## src/rtl/mips_pkg.sv

```systemverilog
// Shared MIPS encodings and instruction classification, used by the IF/ID
// decoder and the control signal generator.
package mips_pkg;

  // Primary opcodes, instr[31:26]
  localparam logic [5:0] OP_RTYPE = 6'b000000;
  localparam logic [5:0] OP_ADDI  = 6'b001000;
  localparam logic [5:0] OP_ANDI  = 6'b001100;
  localparam logic [5:0] OP_LW    = 6'b100011;
  localparam logic [5:0] OP_SW    = 6'b101011;
  localparam logic [5:0] OP_J     = 6'b000010;
  localparam logic [5:0] OP_JAL   = 6'b000011;
  localparam logic [5:0] OP_BEQ   = 6'b000100;
  localparam logic [5:0] OP_BNE   = 6'b000101;

  // R-type function codes, instr[5:0]
  localparam logic [5:0] FUNCT_JR = 6'b001000;

  // Instruction class. CLS_NONE covers an empty (invalid) slot.
  typedef enum logic [3:0] {
    CLS_NONE,
    CLS_RT,
    CLS_ADDI,
    CLS_ANDI,
    CLS_LW,
    CLS_SW,
    CLS_J,
    CLS_JAL,
    CLS_JR,
    CLS_BEQ,
    CLS_BNE,
    CLS_ILLEGAL
  } instr_class_e;

  // Map a raw instruction word onto exactly one class.
  function automatic instr_class_e classify(input logic [31:0] instr);
    instr_class_e cls;
    case (instr[31:26])
      OP_RTYPE: cls = (instr[5:0] == FUNCT_JR) ? CLS_JR : CLS_RT;
      OP_ADDI:  cls = CLS_ADDI;
      OP_ANDI:  cls = CLS_ANDI;
      OP_LW:    cls = CLS_LW;
      OP_SW:    cls = CLS_SW;
      OP_J:     cls = CLS_J;
      OP_JAL:   cls = CLS_JAL;
      OP_BEQ:   cls = CLS_BEQ;
      OP_BNE:   cls = CLS_BNE;
      default:  cls = CLS_ILLEGAL;
    endcase
    return cls;
  endfunction

endpackage

```

## src/rtl/opcode_decoder.sv

```systemverilog
// Combinational opcode decoder: one-hot class lines plus illegal, all zero
// for an invalid slot. Going through a single class value guarantees that at
// most one output is ever high.
module opcode_decoder
  import mips_pkg::*;
(
  input  logic [31:0] instr,
  input  logic        valid,
  output logic        RT,
  output logic        addi,
  output logic        andi,
  output logic        lw,
  output logic        sw,
  output logic        j,
  output logic        jal,
  output logic        jr,
  output logic        beq,
  output logic        bne,
  output logic        illegal
);

  instr_class_e cls;

  // Classify the slot; an invalid slot has no class at all.
  always_comb begin
    cls = CLS_NONE;
    if (valid) begin
      cls = classify(instr);
    end
  end

  assign RT      = (cls == CLS_RT);
  assign addi    = (cls == CLS_ADDI);
  assign andi    = (cls == CLS_ANDI);
  assign lw      = (cls == CLS_LW);
  assign sw      = (cls == CLS_SW);
  assign j       = (cls == CLS_J);
  assign jal     = (cls == CLS_JAL);
  assign jr      = (cls == CLS_JR);
  assign beq     = (cls == CLS_BEQ);
  assign bne     = (cls == CLS_BNE);
  assign illegal = (cls == CLS_ILLEGAL);

endmodule

```

## src/rtl/if_id_decode.sv

```systemverilog
// IF/ID pipeline register with flush/stall control, registered-instruction
// decode and a saturating count of illegal instructions accepted into ID.
module if_id_decode #(
  parameter int ILL_CNT_W = 8
) (
  input  logic                 clk,
  input  logic                 rst_n,
  input  logic [31:0]          instr_in,
  input  logic [31:0]          pc4_in,
  input  logic                 in_valid,
  input  logic                 stall,
  input  logic                 flush,
  output logic [31:0]          instr,
  output logic [31:0]          pc4,
  output logic                 valid,
  output logic                 RT,
  output logic                 addi,
  output logic                 andi,
  output logic                 lw,
  output logic                 sw,
  output logic                 j,
  output logic                 jal,
  output logic                 jr,
  output logic                 beq,
  output logic                 bne,
  output logic                 illegal,
  output logic [ILL_CNT_W-1:0] illegal_cnt
);

  localparam logic [ILL_CNT_W-1:0] CNT_MAX = {ILL_CNT_W{1'b1}};

  logic [31:0]          instr_q, instr_d;
  logic [31:0]          pc4_q, pc4_d;
  logic                 valid_q, valid_d;
  logic [ILL_CNT_W-1:0] cnt_q, cnt_d;

  // Next IF/ID contents: flush beats stall beats load. pc4 survives a flush.
  always_comb begin
    // NOTE: every comb output gets a default first so no path leaves it unassigned (no latch).
    instr_d = instr_q;
    pc4_d   = pc4_q;
    valid_d = valid_q;
    if (flush) begin
      instr_d = '0;
      valid_d = 1'b0;
    end else if (!stall) begin
      instr_d = instr_in;
      pc4_d   = pc4_in;
      valid_d = in_valid;
    end
  end

  // Count an illegal instruction only when it actually moves on out of ID.
  always_comb begin
    cnt_d = cnt_q;
    if (illegal && !stall && !flush && (cnt_q != CNT_MAX)) begin
      cnt_d = cnt_q + ILL_CNT_W'(1);
    end
  end

  // State registers, cleared asynchronously.
  always_ff @(posedge clk or negedge rst_n) begin
    // NOTE: sequential state uses non-blocking assignments so all flops update together.
    if (!rst_n) begin
      instr_q <= '0;
      pc4_q   <= '0;
      valid_q <= 1'b0;
      cnt_q   <= '0;
    end else begin
      instr_q <= instr_d;
      pc4_q   <= pc4_d;
      valid_q <= valid_d;
      cnt_q   <= cnt_d;
    end
  end

  assign instr       = instr_q;
  assign pc4         = pc4_q;
  assign valid       = valid_q;
  assign illegal_cnt = cnt_q;

  opcode_decoder u_opcode_decoder (
    .instr   (instr_q),
    .valid   (valid_q),
    .RT      (RT),
    .addi    (addi),
    .andi    (andi),
    .lw      (lw),
    .sw      (sw),
    .j       (j),
    .jal     (jal),
    .jr      (jr),
    .beq     (beq),
    .bne     (bne),
    .illegal (illegal)
  );

endmodule

```

## config.mk

```make
export PLATFORM = sky130hd
export DESIGN_NAME = if_id_decode
export DESIGN_NICKNAME = d
export VERILOG_FILES = /design/src/rtl/mips_pkg.sv /design/src/rtl/opcode_decoder.sv /design/src/rtl/if_id_decode.sv
export SDC_FILE = /design/constraint.sdc
export NUM_CORES = 1
export LEC_CHECK = 0
export ABC_AREA = 1
export CAP_MARGIN = 20
export CORE_MARGIN = 2
export CORE_UTILIZATION = 45
export CTS_CLUSTER_DIAMETER = 200
export DETAILED_ROUTE_END_ITERATION = 16
export GPL_TIMING_DRIVEN = 0
export HOLD_SLACK_MARGIN = 0.05
export PLACE_DENSITY = 0.95
export RECOVER_POWER = 25
export SLEW_MARGIN = 20
export SYNTH_ARGS = -nofsm -noshare
export SYNTH_HDL_FRONTEND = slang
export SYNTH_HIERARCHICAL = 1
export SYNTH_SLANG_ARGS = --single-unit
```

## constraint.sdc

```tcl
create_clock -name clk -period 3.35 [get_ports clk]
set_input_delay 0.335 -clock clk [delete_from_list [all_inputs] [get_ports clk]]
set_output_delay 0.335 -clock clk [all_outputs]
set_load 0.05 [all_outputs]
```

# After elaboration in Yosys (flattened, before gate mapping)
# Cells that the tools add are included.
[word_totals] in_bits=69 wordCells=43 ff_bits=73
[classes] n_mux=7 n_reduce_logical=7 n_eq_ne=22 addsub=1 bitwise_logic=2
[op_table] operator="$mux W32" n=2
[op_table] operator="$pmux W4 S9" n=1
[op_table] operator="$eq A6 B4 Y1 const B" n=3
[op_table] operator="$eq A4 B3 Y1 const B" n=4
[op_table] operator="$eq A4 B4 Y1 const B" n=4
[op_table] operator="$eq A6 B2 Y1 const B" n=2
[op_table] operator="$eq A6 B3 Y1 const B" n=2
[op_table] operator="$eq A6 B6 Y1 const B" n=2
[op_table] operator="$add A8 B1 Y8 const B" n=1
[op_table] operator="$eq A4 B2 Y1 const B" n=2
[op_table] operator="$mux W4" n=2
[op_table] operator="$ne A8 B8 Y1 const B" n=1
[op_table] operator="$logic_not A6 Y1" n=1
[op_table] operator="$eq A4 B1 Y1 const B" n=1
[op_table] operator="$logic_and A1 B1 Y1" n=3
[op_table] operator="$logic_not A1 Y1" n=2
[op_table] operator="$mux W1" n=2
[op_table] operator="$ne A2 B1 Y1 const B" n=1
[op_table] operator="$not A1 Y1" n=2
[op_table] operator="$reduce_and A2 Y1" n=1

# Longest topological paths before layout
# Gate-level depths: netlist (run 1).
[depth] ltp_word=8 depth_mapped=15 depth_no_buf=14

# By module
# Netlist (run 1), hierarchy kept.
[by_module_without_submodules] mod="if_id_decode" instances=1 area_per_inst_um2=3047.9 seq_area_each_um2=1826.8 cells_each=351
[by_module_without_submodules] mod="opcode_decoder" instances=1 area_per_inst_um2=394.1 seq_area_each_um2=0.0 cells_each=73

# Least setup slack after synthesis (run 1)
# OpenSTA, ideal clock, no wires.
[synth_timing] kind="register to register" start="reg instr_q[28] (netlist: instr[28])" end="reg cnt_q[5] (netlist: illegal_cnt[5])" path_buffers=1 stages_incl_launch_ff=15 slack_ns=0.416 arrival_ns=2.814 t_required_ns=3.230 setup_ns=0.120 cell_sequence="dfrtp_1 -> inv_1 -> nor2_2 -> nand2_1 -> nor2_1 -> a21oi_1 -> nand2_1 -> nand3_2 -> nor2_1 -> nand2_2 -> nor2_4 -> buf_6 -> nand3_1 -> nand2_1 -> nand2_1"
[synth_between] elab_chain_len=7 word_cells_on_any_way=15 classes_between="eq/ne (9); mux (2); reduce/logical (4)"
[synth_rtl] element="start: declaration" line="if_id_decode.sv:32" rtl="logic [31:0] instr_q, instr_d;"
[synth_rtl] element="start signal: assignment" line="if_id_decode.sv:70" rtl="instr_q <= instr_d;"
[synth_rtl] element="$eq A6 B3 Y1 (tied with other cells)" line="mips_pkg.sv:38" rtl="case (instr[31:26])"
[synth_rtl] element="$pmux W4 S9 (*)" line="mips_pkg.sv:38"
[synth_rtl] element="$mux W4 (*)" line="opcode_decoder.sv:27" rtl="if (valid) begin"
[synth_rtl] element="$eq A4 B4 Y1 (*)" line="opcode_decoder.sv:42" rtl="assign illegal = (cls == CLS_ILLEGAL);"
[synth_rtl] element="via illegal" line="if_id_decode.sv:26" rtl="output logic illegal,"
[synth_rtl] element="$logic_and A1 B1 Y1 (*) (3 in series)" line="if_id_decode.sv:56" rtl="if (illegal && !stall && !flush && (cnt_q != CNT_MAX)) begin"
[synth_rtl] element="end signal: assignment" line="if_id_decode.sv:73" rtl="cnt_q <= cnt_d;"
[synth_rtl] element="end: declaration" line="if_id_decode.sv:35" rtl="logic [ILL_CNT_W-1:0] cnt_q, cnt_d;"
# The timed path passes the listed nets; every way through them passes the cells marked *.
# A chain may end at the register's enable or synchronous reset.

# Final worst setup path (run 1)
[layout_timing] start="reg instr_q[30] (netlist: instr[30])" end="out illegal"
[layout_between] elab_chain_len=4 word_cells_on_any_way=12 classes_between="eq/ne (9); mux (2); reduce/logical (1)"
[layout_rtl] element="$eq A6 B3 Y1 (tied with other cells)" line="mips_pkg.sv:38"
[layout_rtl] element="$pmux W4 S9 (*)" line="mips_pkg.sv:38"
[layout_rtl] element="$mux W4 (*)" line="opcode_decoder.sv:27"
[layout_rtl] element="$eq A4 B4 Y1 (*)" line="opcode_decoder.sv:42"
[layout_rtl] element="end: declaration" line="if_id_decode.sv:26"
# Mark *: on every way between the ends. The rest lies on a longest branch, timed or not.

==> results.json, run 1 <==
{
  "slowest_stage": "clkdlybuf4s50_1",
  "synthesis.area_um2": 3442,
  "grt_pass1_vias": 3486,
  "hold_viol_final": 0,
  "outcome": "finished, violations left",
  "firstDrtPassIters": 4,
  "synth.area.top_cells": "dfrtp_1 53%, nand2_1 22%, nand3_1 7.1%",
  "worst_pin_slew_ns": 2.027,
  "dp_hpwl_mm": 7.522,
  "post-route-util": 0.7276,
  "crit_type": "reg2out",
  "final_cell_mix": "203 x nand2_1, 150 x clkdlybuf4s50_1, 73 x dfrtp_1",
  "r2r_slack_ns": 1.09,
  "yosysSeqAreaShare": 0.5307,
  "cts_setup_buffers": 0,
  "reg2reg_depth": 13,
  "final_common_cell": "nand2_1",
  "core_area_um2": 7331,
  "whs_path_depth": 3,
  "layout-drive-gt1-share": 0.1046,
  "yosys.area.top_type_share": 0.5307,
  "cp_cell_sequence": "nor2_2 -> nand2_1 -> nor2_1 -> a21oi_1 -> nand2_1 -> nand3_2 -> nor2_1 -> clkdlybuf4s50_1",
  "final_nets": 658,
  "synth-seq-cells": 73,
  "relSlewSlack": -0.3515,
  "antenna_found_initial": 0,
  "yosysTopAreaCell": "dfrtp_1",
  "die_x_um": 91.46,
  "boundaryPins": 153,
  "end_kind": "primary output",
  "fin_setup_tns_ns": 0,
  "grt_pass1_wl_mm": 16.08,
  "cap_violations": 1,
  "worstPathRequired_ns": 3.01,
  "rows": 31,
  "stdcell_count": 692,
  "cts.sinks": 73,
  "period_needed_ns": 3.061,
  "clk_latency_ns": 0.33,
  "totalWireLength_mm": 9.818,
  "h-tree-depth": 3,
  "violations": "capacitance limit, slew limit",
  "ant_nets": 0,
  "grt.total_usage": 0.2383,
  "max_freq_mhz": 326.7,
  "worst-path-buf-inv": 1,
  "ir_drop_mv": 0.3126,
  "leakage_uw": 0.002581,
  "grt_max_degree": 38,
  "rsz0062_at_grt": "no",
  "dieArea_um2": 8365,
  "diodes": 0,
  "area_growth_pct": 54.96,
  "clockBufferDepth": 2,
  "synth.distinct_cells": 22,
  "cts-root-buf": "clkbuf_8",
  "cts_tree": "built",
  "start_kind": "flip-flop",
  "vias_per_cell": 4.987,
  "netlist_instances": 424,
  "vias": 3451,
  "drtIter0Drc": 134,
  "drc": 0,
  "syn_area_per_cell_um2": 8.118,
  "totalPowerFinal_uw": 2538,
  "hold_slack_ns": 0.2867,
  "worstPathMaxFanout": 6,
  "path_clk_slew_ns": 0.07,
  "period_share": 0.9138,
  "cp_top_family": "simple AND/OR/NAND/NOR gates",
  "port_buffers": 151,
  "cts_buffers": 9,
  "die_h_um": 91.46,
  "wire_per_inst_um": 14.19,
  "crit_cells": 8,
  "yosysWarningCount": 6,
  "skew_ns": 0.008157,
  "syn-num-nets": 494,
  "globalplace.congestion": 0.8093,
  "start_util": 0.4695,
  "min_path_type": "in2reg",
  "overflow": 0,
  "crit_path_max_incr_delay_ns": 0.85,
  "slew_violations": 37,
  "setup_viol_count_final": 0,
  "placed_cells": 675,
  "power_density_nw_per_um2": 475.8,
  "cp_data_arrival_time_ns": 2.73
}
==> layout make-up <==
class,instances,area [µm²]
inverter,18,67.56
multi-input combinational,315,1409
sequential,73,1827
clock inverter,5,103.9
timing repair buffer,153,1535
tap,99,123.9
clock buffer,11,131.4
fill,551,1997
buffer,18,136.4
==> metrics by stage <==
stage               area (µm²)  setup slack (ns)
floorplan                 3442            0.4164
global placement          5077           -0.4325
detailed placement        5095            0.6561
CTS                       5340            0.2821
global route              5334            0.1092
finish                    5334            0.2888
==> worst paths after layout <==
check | startpoint | to
min | stall | instr[12]
min reg2reg | pc4[12] | pc4[12]
max in group asynchronous | rst_n | instr[31]
max | instr[30] | illegal
max reg2reg | instr[30] | illegal_cnt[5]
min in group asynchronous | rst_n | instr[9]
==> power breakdown <==
group / internal (µW) / switching (µW) / leakage, µW
clock network: 496 / 323 / 0.000118
logic: 259 / 455 / 0.00152
registers: 953 / 52.7 / 0.000946
==> registers in the layout, indices dropped and copies added (netlist names) <==
signal / count
pc4: 32
illegal_cnt: 8
instr: 32
valid: 1
==> Yosys cell counts, drive strengths merged <==
cell and count:
xnor2 1, a21oi 1, nand4 6, ha 1, clkbuf 3, o21ai 2
nor2 34, buf 15, clkinv 1, dfrtp 73, inv 17, nand3 53
nand2 216, nand3b 1
==> timing repair <==
item | 4_1_cts | 5_1_grt
hold buffers | 1 | 0
endpoints found under the hold margin | 36 | 0
resized for setup | 0 | 0
==> layer usage <==
| layer | global-route usage | share of wire |
|---|---|---|
| met1 | 0.2761 | 0.39 |
| met2 | 0.4210 | 0.52 |
| met3 | 0.05726 | 0.067 |
| met4 | 0.09596 | 0.025 |
| met5 | 0 | 0 |
==> kinds of logic (layout without fill, tap and decap cells) <==
kind of cell / count (synthesis) / after routing / share of synthesized area
XOR/XNOR: 1 / 1 / 0.002545
buffers and inverters: 36 / 205 / 0.05925
flip-flops: 73 / 73 / 0.5307
AO/OA/AOI/OAI: 3 / 3 / 0.005450
AND/OR/NAND/NOR: 310 / 310 / 0.3984
adder cells (fa/ha/maj): 1 / 1 / 0.003634
==> worst reg2reg max path, cell delays in order, from the launching register on <==
cell and delay (ns):
dfrtp_1 0.44, nor2_2 0.25, nand2_1 0.10, nor2_1 0.17, a21oi_1 0.13, nand2_1 0.13, nand3_2 0.12, nor2_1 0.23
nand2_2 0.10, nor2_4 0.14, buf_6 0.16, nand3_1 0.09, nand2_1 0.07, nand2_1 0.05
No activity file was read; power rests on OpenSTA's default activity.
==> inputs of run 2 (changes only) <==
--- a/config.mk
+++ b/config.mk
@@ -15,6 +15,7 @@
 export HOLD_SLACK_MARGIN = 0.05
 export PLACE_DENSITY = 0.95
 export RECOVER_POWER = 25
+export SETUP_SLACK_MARGIN = 0.2
 export SLEW_MARGIN = 20
 export SYNTH_ARGS = -nofsm -noshare
 export SYNTH_HDL_FRONTEND = slang
==> run 2 against run 1 <==
  * The flow still finishes with violations (capacitance limit, slew limit)
  * Non-clock buffer count is the same
  * Routed wire length rose by 0.20%
  * Sequential power about the same
  * Fmax rose by 4.5%
  * Worst setup slack better by 0.13 ns
  * Critical path type unchanged
  * Largest cell class unchanged
==> results.json, run 2 (same netlist as run 1, synthesis figures left out) <==
{
  "outcome": "finished, violations left",
  "violations": "capacitance limit, slew limit",
  "final_nets": 658,
  "busiest_layer": "met2",
  "clk_latency_ns": 0.33,
  "antenna_found_initial": 0,
  "cap_violations": 1,
  "die_x_um": 91.46,
  "layout-drive-gt1-share": 0.1046,
  "final_common_cell": "nand2_1",
  "vias": 3473,
  "worstPathRequired_ns": 3.01,
  "grt_pass1_vias": 3486,
  "wire_per_inst_um": 14.22,
  "stdcell_count": 692,
  "min_path_type": "in2reg",
  "fin_setup_tns_ns": 0,
  "hold_viol_final": 0,
  "totalPowerFinal_uw": 2538,
  "slew_violations": 37,
  "period_share": 0.8746,
  "use_met1": 0.2761,
  "ir_drop_mv": 0.3126,
  "path_clk_slew_ns": 0.07,
  "drtIter0Drc": 132,
  "worstPathMaxFanout": 6,
  "hold_slack_ns": 0.2867,
  "crit_type": "reg2out",
  "leakage_uw": 0.002599,
  "firstDrtPassIters": 4,
  "cts-root-buf": "clkbuf_8",
  "start_util": 0.4695,
  "dp_hpwl_mm": 7.522,
  "final_cell_mix": "203 x nand2_1, 149 x clkdlybuf4s50_1, 73 x dfrtp_1",
  "totalWireLength_mm": 9.838,
  "cts_setup_buffers": 0,
  "ant_nets": 0,
  "h-tree-depth": 3,
  "port_buffers": 151,
  "worst_pin_slew_ns": 2.021,
  "grt.met2_usage": 0.4210,
  "end_kind": "primary output",
  "max_freq_mhz": 341.3,
  "vias_per_cell": 5.019,
  "dieArea_um2": 8365,
  "setup_viol_count_final": 0,
  "boundaryPins": 153,
  "met3_usage": 0.05726,
  "cts_buffers": 9,
  "placed_cells": 675,
  "globalplace.congestion": 0.8093,
  "worst_slack_ns": 0.4202,
  "cp_data_arrival_time_ns": 2.59,
  "grt_pass1_wl_mm": 16.08,
  "rows": 31,
  "cts_tree": "built",
  "drc": 0,
  "diodes": 0,
  "period_needed_ns": 2.930,
  "start_kind": "flip-flop",
  "grt.total_usage": 0.2383,
  "area_growth_pct": 55.03,
  "grt_max_degree": 38,
  "core_area_um2": 7331,
  "dp_slack_ns": 0.6561,
  "skew_ns": 0.008250,
  "relSlewSlack": -0.3476,
  "rsz0062_at_grt": "no",
  "clockBufferDepth": 2,
  "die_h_um": 91.46,
  "power_density_nw_per_um2": 475.6,
  "cts.sinks": 73,
  "overflow": 0
}
run 2: cell count changes in the layout (fill, tap and decap cells not counted), sizes merged:
cell           before  now
dlymetal6s2s        0    1
clkdlybuf4s50     150  149
run 2: layout make-up:
type,instances,area [µm²]
clock buffer,11,131.4
timing repair buffer,153,1538
tap,99,123.9
clock inverter,5,103.9
fill,550,1994
inverter,18,67.56
sequential,73,1827
buffer,18,136.4
multi-input combinational,315,1409
run 2: timing repair:
| action | in CTS | in global routing |
|---|---|---|
| hold buffers | 1 | 0 |
| setup endpoints to repair | 0 | 1 |
| hold endpoints to repair | 36 | 0 |
| gates resized for setup | 0 | 1 |
run 2: critical path: stages (launching register included):
cell             delay [ns]
dfrtp_1                0.44
nor2_2                 0.25
nand2_1                0.10
nor2_1                 0.18
a21oi_1                0.13
nand2_1                0.13
nand3_2                0.12
nor2_2                 0.13
clkdlybuf4s50_1        0.80
run 2: where the power goes:
| group | internal, µW | total, µW | switching (µW) |
|---|---|---|---|
| Sequential | 953 | 1010 | 52.9 |
| Combinational | 259 | 713 | 455 |
| Clock | 496 | 819 | 323 |
run 2: routing by layer:
layer  share of wire  wire, µm
met3           0.067       662
met4           0.026       258
met2            0.52      5142
met1            0.38      3774
met5               0         0
run 2: path summary, 6_finish.rpt:
check	slack, ns	cells past startpoint	startpoint	end
worst max-delay path	0.42	8	instr[30]	andi
worst min-delay path	0.29	3	stall	instr[12]
worst max register to register	1.07	13	instr[30]	illegal_cnt[5]
worst min register to register	0.48	2	pc4[12]	pc4[12]
max in group asynchronous	1.07	2	rst_n	instr[31]
min in group asynchronous	1.11	2	rst_n	instr[9]
run 2: stage by stage:
step           utilization  cell area, µm²
2_1_floorplan            -            3442
3_3_place_gp        0.6926            5077
3_5_place_dp        0.6950            5095
4_1_cts             0.7285            5340
5_1_grt             0.7279            5336
6_report            0.7279            5336
==> inputs of run 3 (changes only) <==
--- a/config.mk
+++ b/config.mk
@@ -19,5 +19,4 @@
 export SLEW_MARGIN = 20
 export SYNTH_ARGS = -nofsm -noshare
 export SYNTH_HDL_FRONTEND = slang
-export SYNTH_HIERARCHICAL = 1
 export SYNTH_SLANG_ARGS = --single-unit
==> run 3 against run 2 <==
  * The flow now finishes without violations
  * Die area shrank 3.4%
  * Cell area shrank 3.7%
  * Sequential cell count is the same
  * Fmax shrank 1.5%
  * Power shrank 7.7%
  * Area after synthesis shrank 3.6%
  * Clock skew shrank 0.0024 ns
  * Largest cell class unchanged
==> results.json, run 3 <==
{
  "grt.met2_usage": 0.4110,
  "core_area_um2": 7214,
  "synth_common_cells": "185 x nand2_1, 73 x dfrtp_1, 37 x nand3_1",
  "rows": 31,
  "fill_cells": 568,
  "wire_per_inst_um": 13.95,
  "cts.sinks": 73,
  "netlist_instances": 394,
  "worst_pin_slew_ns": 1.412,
  "h-tree-depth": 3,
  "clk_latency_ns": 0.33,
  "drtIter0Drc": 97,
  "cap_violations": 0,
  "end_kind": "primary output",
  "period_share": 0.8877,
  "overflow": 0,
  "synth.distinct_cells": 27,
  "yosysTopAreaCell": "dfrtp_1",
  "setup_viol_count_final": 0,
  "cts-root-buf": "clkbuf_8",
  "worstHoldEndpoint": "instr[0]",
  "final_cell_mix": "185 x nand2_1, 150 x clkdlybuf4s50_1, 73 x dfrtp_1",
  "boundaryPins": 153,
  "min_path_type": "in2reg",
  "grt_pass1_wl_mm": 15.55,
  "synthesis.area_um2": 3318,
  "clockBufferDepth": 2,
  "antenna_found_initial": 0,
  "synth-seq-cells": 73,
  "path_clk_slew_ns": 0.08,
  "cts.repair.resized": 0,
  "skew_ns": 0.005849,
  "grt_pass1_vias": 3272,
  "r2r_start": "instr[27]",
  "use_met1": 0.2933,
  "stdcell_count": 662,
  "globalplace.congestion": 0.8554,
  "leakage_uw": 0.002473,
  "dieArea_um2": 8077,
  "max_freq_mhz": 336.3,
  "worstPathMaxFanout": 9,
  "busiest_layer": "met2",
  "setup.worst_path.start": "instr[29]",
  "synth_edf_count": 0,
  "drc": 0,
  "final_nets": 628,
  "yosysWarningCount": 0,
  "die_h_um": 89.87,
  "start_kind": "flip-flop",
  "relSlewSlack": 0.05838,
  "crit_type": "reg2out",
  "die_x_um": 89.87,
  "min_from": "stall",
  "layout-drive-gt1-share": 0.07993,
  "grt_max_degree": 48,
  "power_density_nw_per_um2": 455.6,
  "synth.area.top_cells": "dfrtp_1 55%, nand2_1 21%, nand3_1 5.6%",
  "cts_tree": "built",
  "slew_violations": 0,
  "async_flop_share": 1.000,
  "vias_per_cell": 4.802,
  "rsz0062_at_grt": "no",
  "start_util": 0.4599,
  "whs_path_depth": 3,
  "ant_nets": 0,
  "met3_usage": 0.05029,
  "final_common_cell": "nand2_1",
  "cp_data_arrival_time_ns": 2.64,
  "ir_drop_mv": 0.3094,
  "totalWireLength_mm": 9.236,
  "yosys.area.top_type_share": 0.5505,
  "worstPathRequired_ns": 3.01,
  "placed_cells": 645,
  "syn-num-nets": 464,
  "reg2reg_depth": 8,
  "firstDrtPassIters": 4,
  "syn_area_per_cell_um2": 8.422,
  "synth-main-ff-cell": "dfrtp_1",
  "yosysSeqAreaShare": 0.5505,
  "diodes": 0,
  "grt.total_usage": 0.2364,
  "vias": 3179,
  "yosysMostFrequentCell": "nand2_1",
  "dp_hpwl_mm": 7.135,
  "r2r_slack_ns": 1.61,
  "cts_buffers": 9,
  "outcome": "finished clean",
  "hold_slack_ns": 0.3534,
  "period_needed_ns": 2.974,
  "area_growth_pct": 54.90,
  "port_buffers": 151,
  "regToRegEndpoint": "illegal_cnt[5]",
  "fin_setup_tns_ns": 0,
  "totalPowerFinal_uw": 2342,
  "hold_viol_final": 0
}
## run 3: cell count changes after synthesis, moves of 4 or more
cell | previous run | this run
nand2_2 | 9 | 2
nand2_1 | 203 | 185
o21ai_0 | 1 | 8
buf_6 | 8 | 0
nor2_2 | 8 | 4
clkbuf_1 | 3 | 7
nand3_1 | 49 | 37
buf_2 | 7 | 2
buf_1 | 0 | 6
## run 3: power breakdown
part / switching, µW / internal (µW) / total [µW] / leakage, µW
logic: 463 / 250 / 713 / 0.00144
registers: 51.8 / 953 / 1000 / 0.000946
clock network: 350 / 274 / 624 / 0.0000822
## run 3: area by class of cell
type	instances	area, µm²	area share
flip-flops and latches	73	1827	0.3554
repair buffers	153	1520	0.2958
multi-input cells	290	1373	0.2670
clock buffers	9	123.9	0.02410
well taps	99	123.9	0.02410
inverters	16	60.06	0.01168
plain buffers	15	58.81	0.01144
clock inverters	7	53.80	0.01047
## run 3: what timing repair did
item / 4_1_cts / 5_1_grt
hold endpoints to repair: 26 / 0
hold buffers: 1 / 0
buffers inserted: 0 / 0
## run 3: cell families (layout without fill, tap and decap cells)
| group | Yosys count | after routing | synth area share |
|---|---|---|---|
| compound gates | 12 | 12 | 0.02753 |
| flops | 73 | 73 | 0.5505 |
| buf+inv | 31 | 200 | 0.03582 |
| fa+ha+maj | 1 | 1 | 0.003770 |
| xor+xnor | 6 | 6 | 0.01584 |
| simple gates | 271 | 271 | 0.3665 |
## run 3: how the worst max path moves through the flow
stage | endpoint | slack (ns) | cells after the start
global placement | instr[6] | -0.46 | 1
finish | andi | 0.38 | 10
global route | instr[14] | 0.15 | 3
detailed placement | andi | 0.73 | 10
CTS | andi | 0.37 | 10
floorplan | andi | 0.84 | 10
## run 3: stage by stage
step                      area [µm²]  setup slack [ns]    util
final                           5140            0.3761  0.7125
after global routing            5140            0.1544  0.7125
after CTS                       5166            0.3676  0.7161
after detailed placement        4979            0.7347  0.6901
after global placement          4954           -0.4626  0.6866
after floorplan                 3318            0.8354       -
## run 3: layer usage
layer	part of all wire	up-vias
li1	-	1572
met1	0.40	1471
met2	0.52	122
met3	0.066	14
met4	0.018	0
met5	0	-
## run 3: worst max-delay path, cell delays in order (launching register included)
cell	delay (ns)
dfrtp_1	0.48
inv_1	0.12
nand2_1	0.07
nand3_2	0.09
nand3_2	0.11
nor2_1	0.20
nor2_4	0.09
nor2_8	0.17
inv_2	0.06
nor2_1	0.09
clkdlybuf4s50_1	0.81
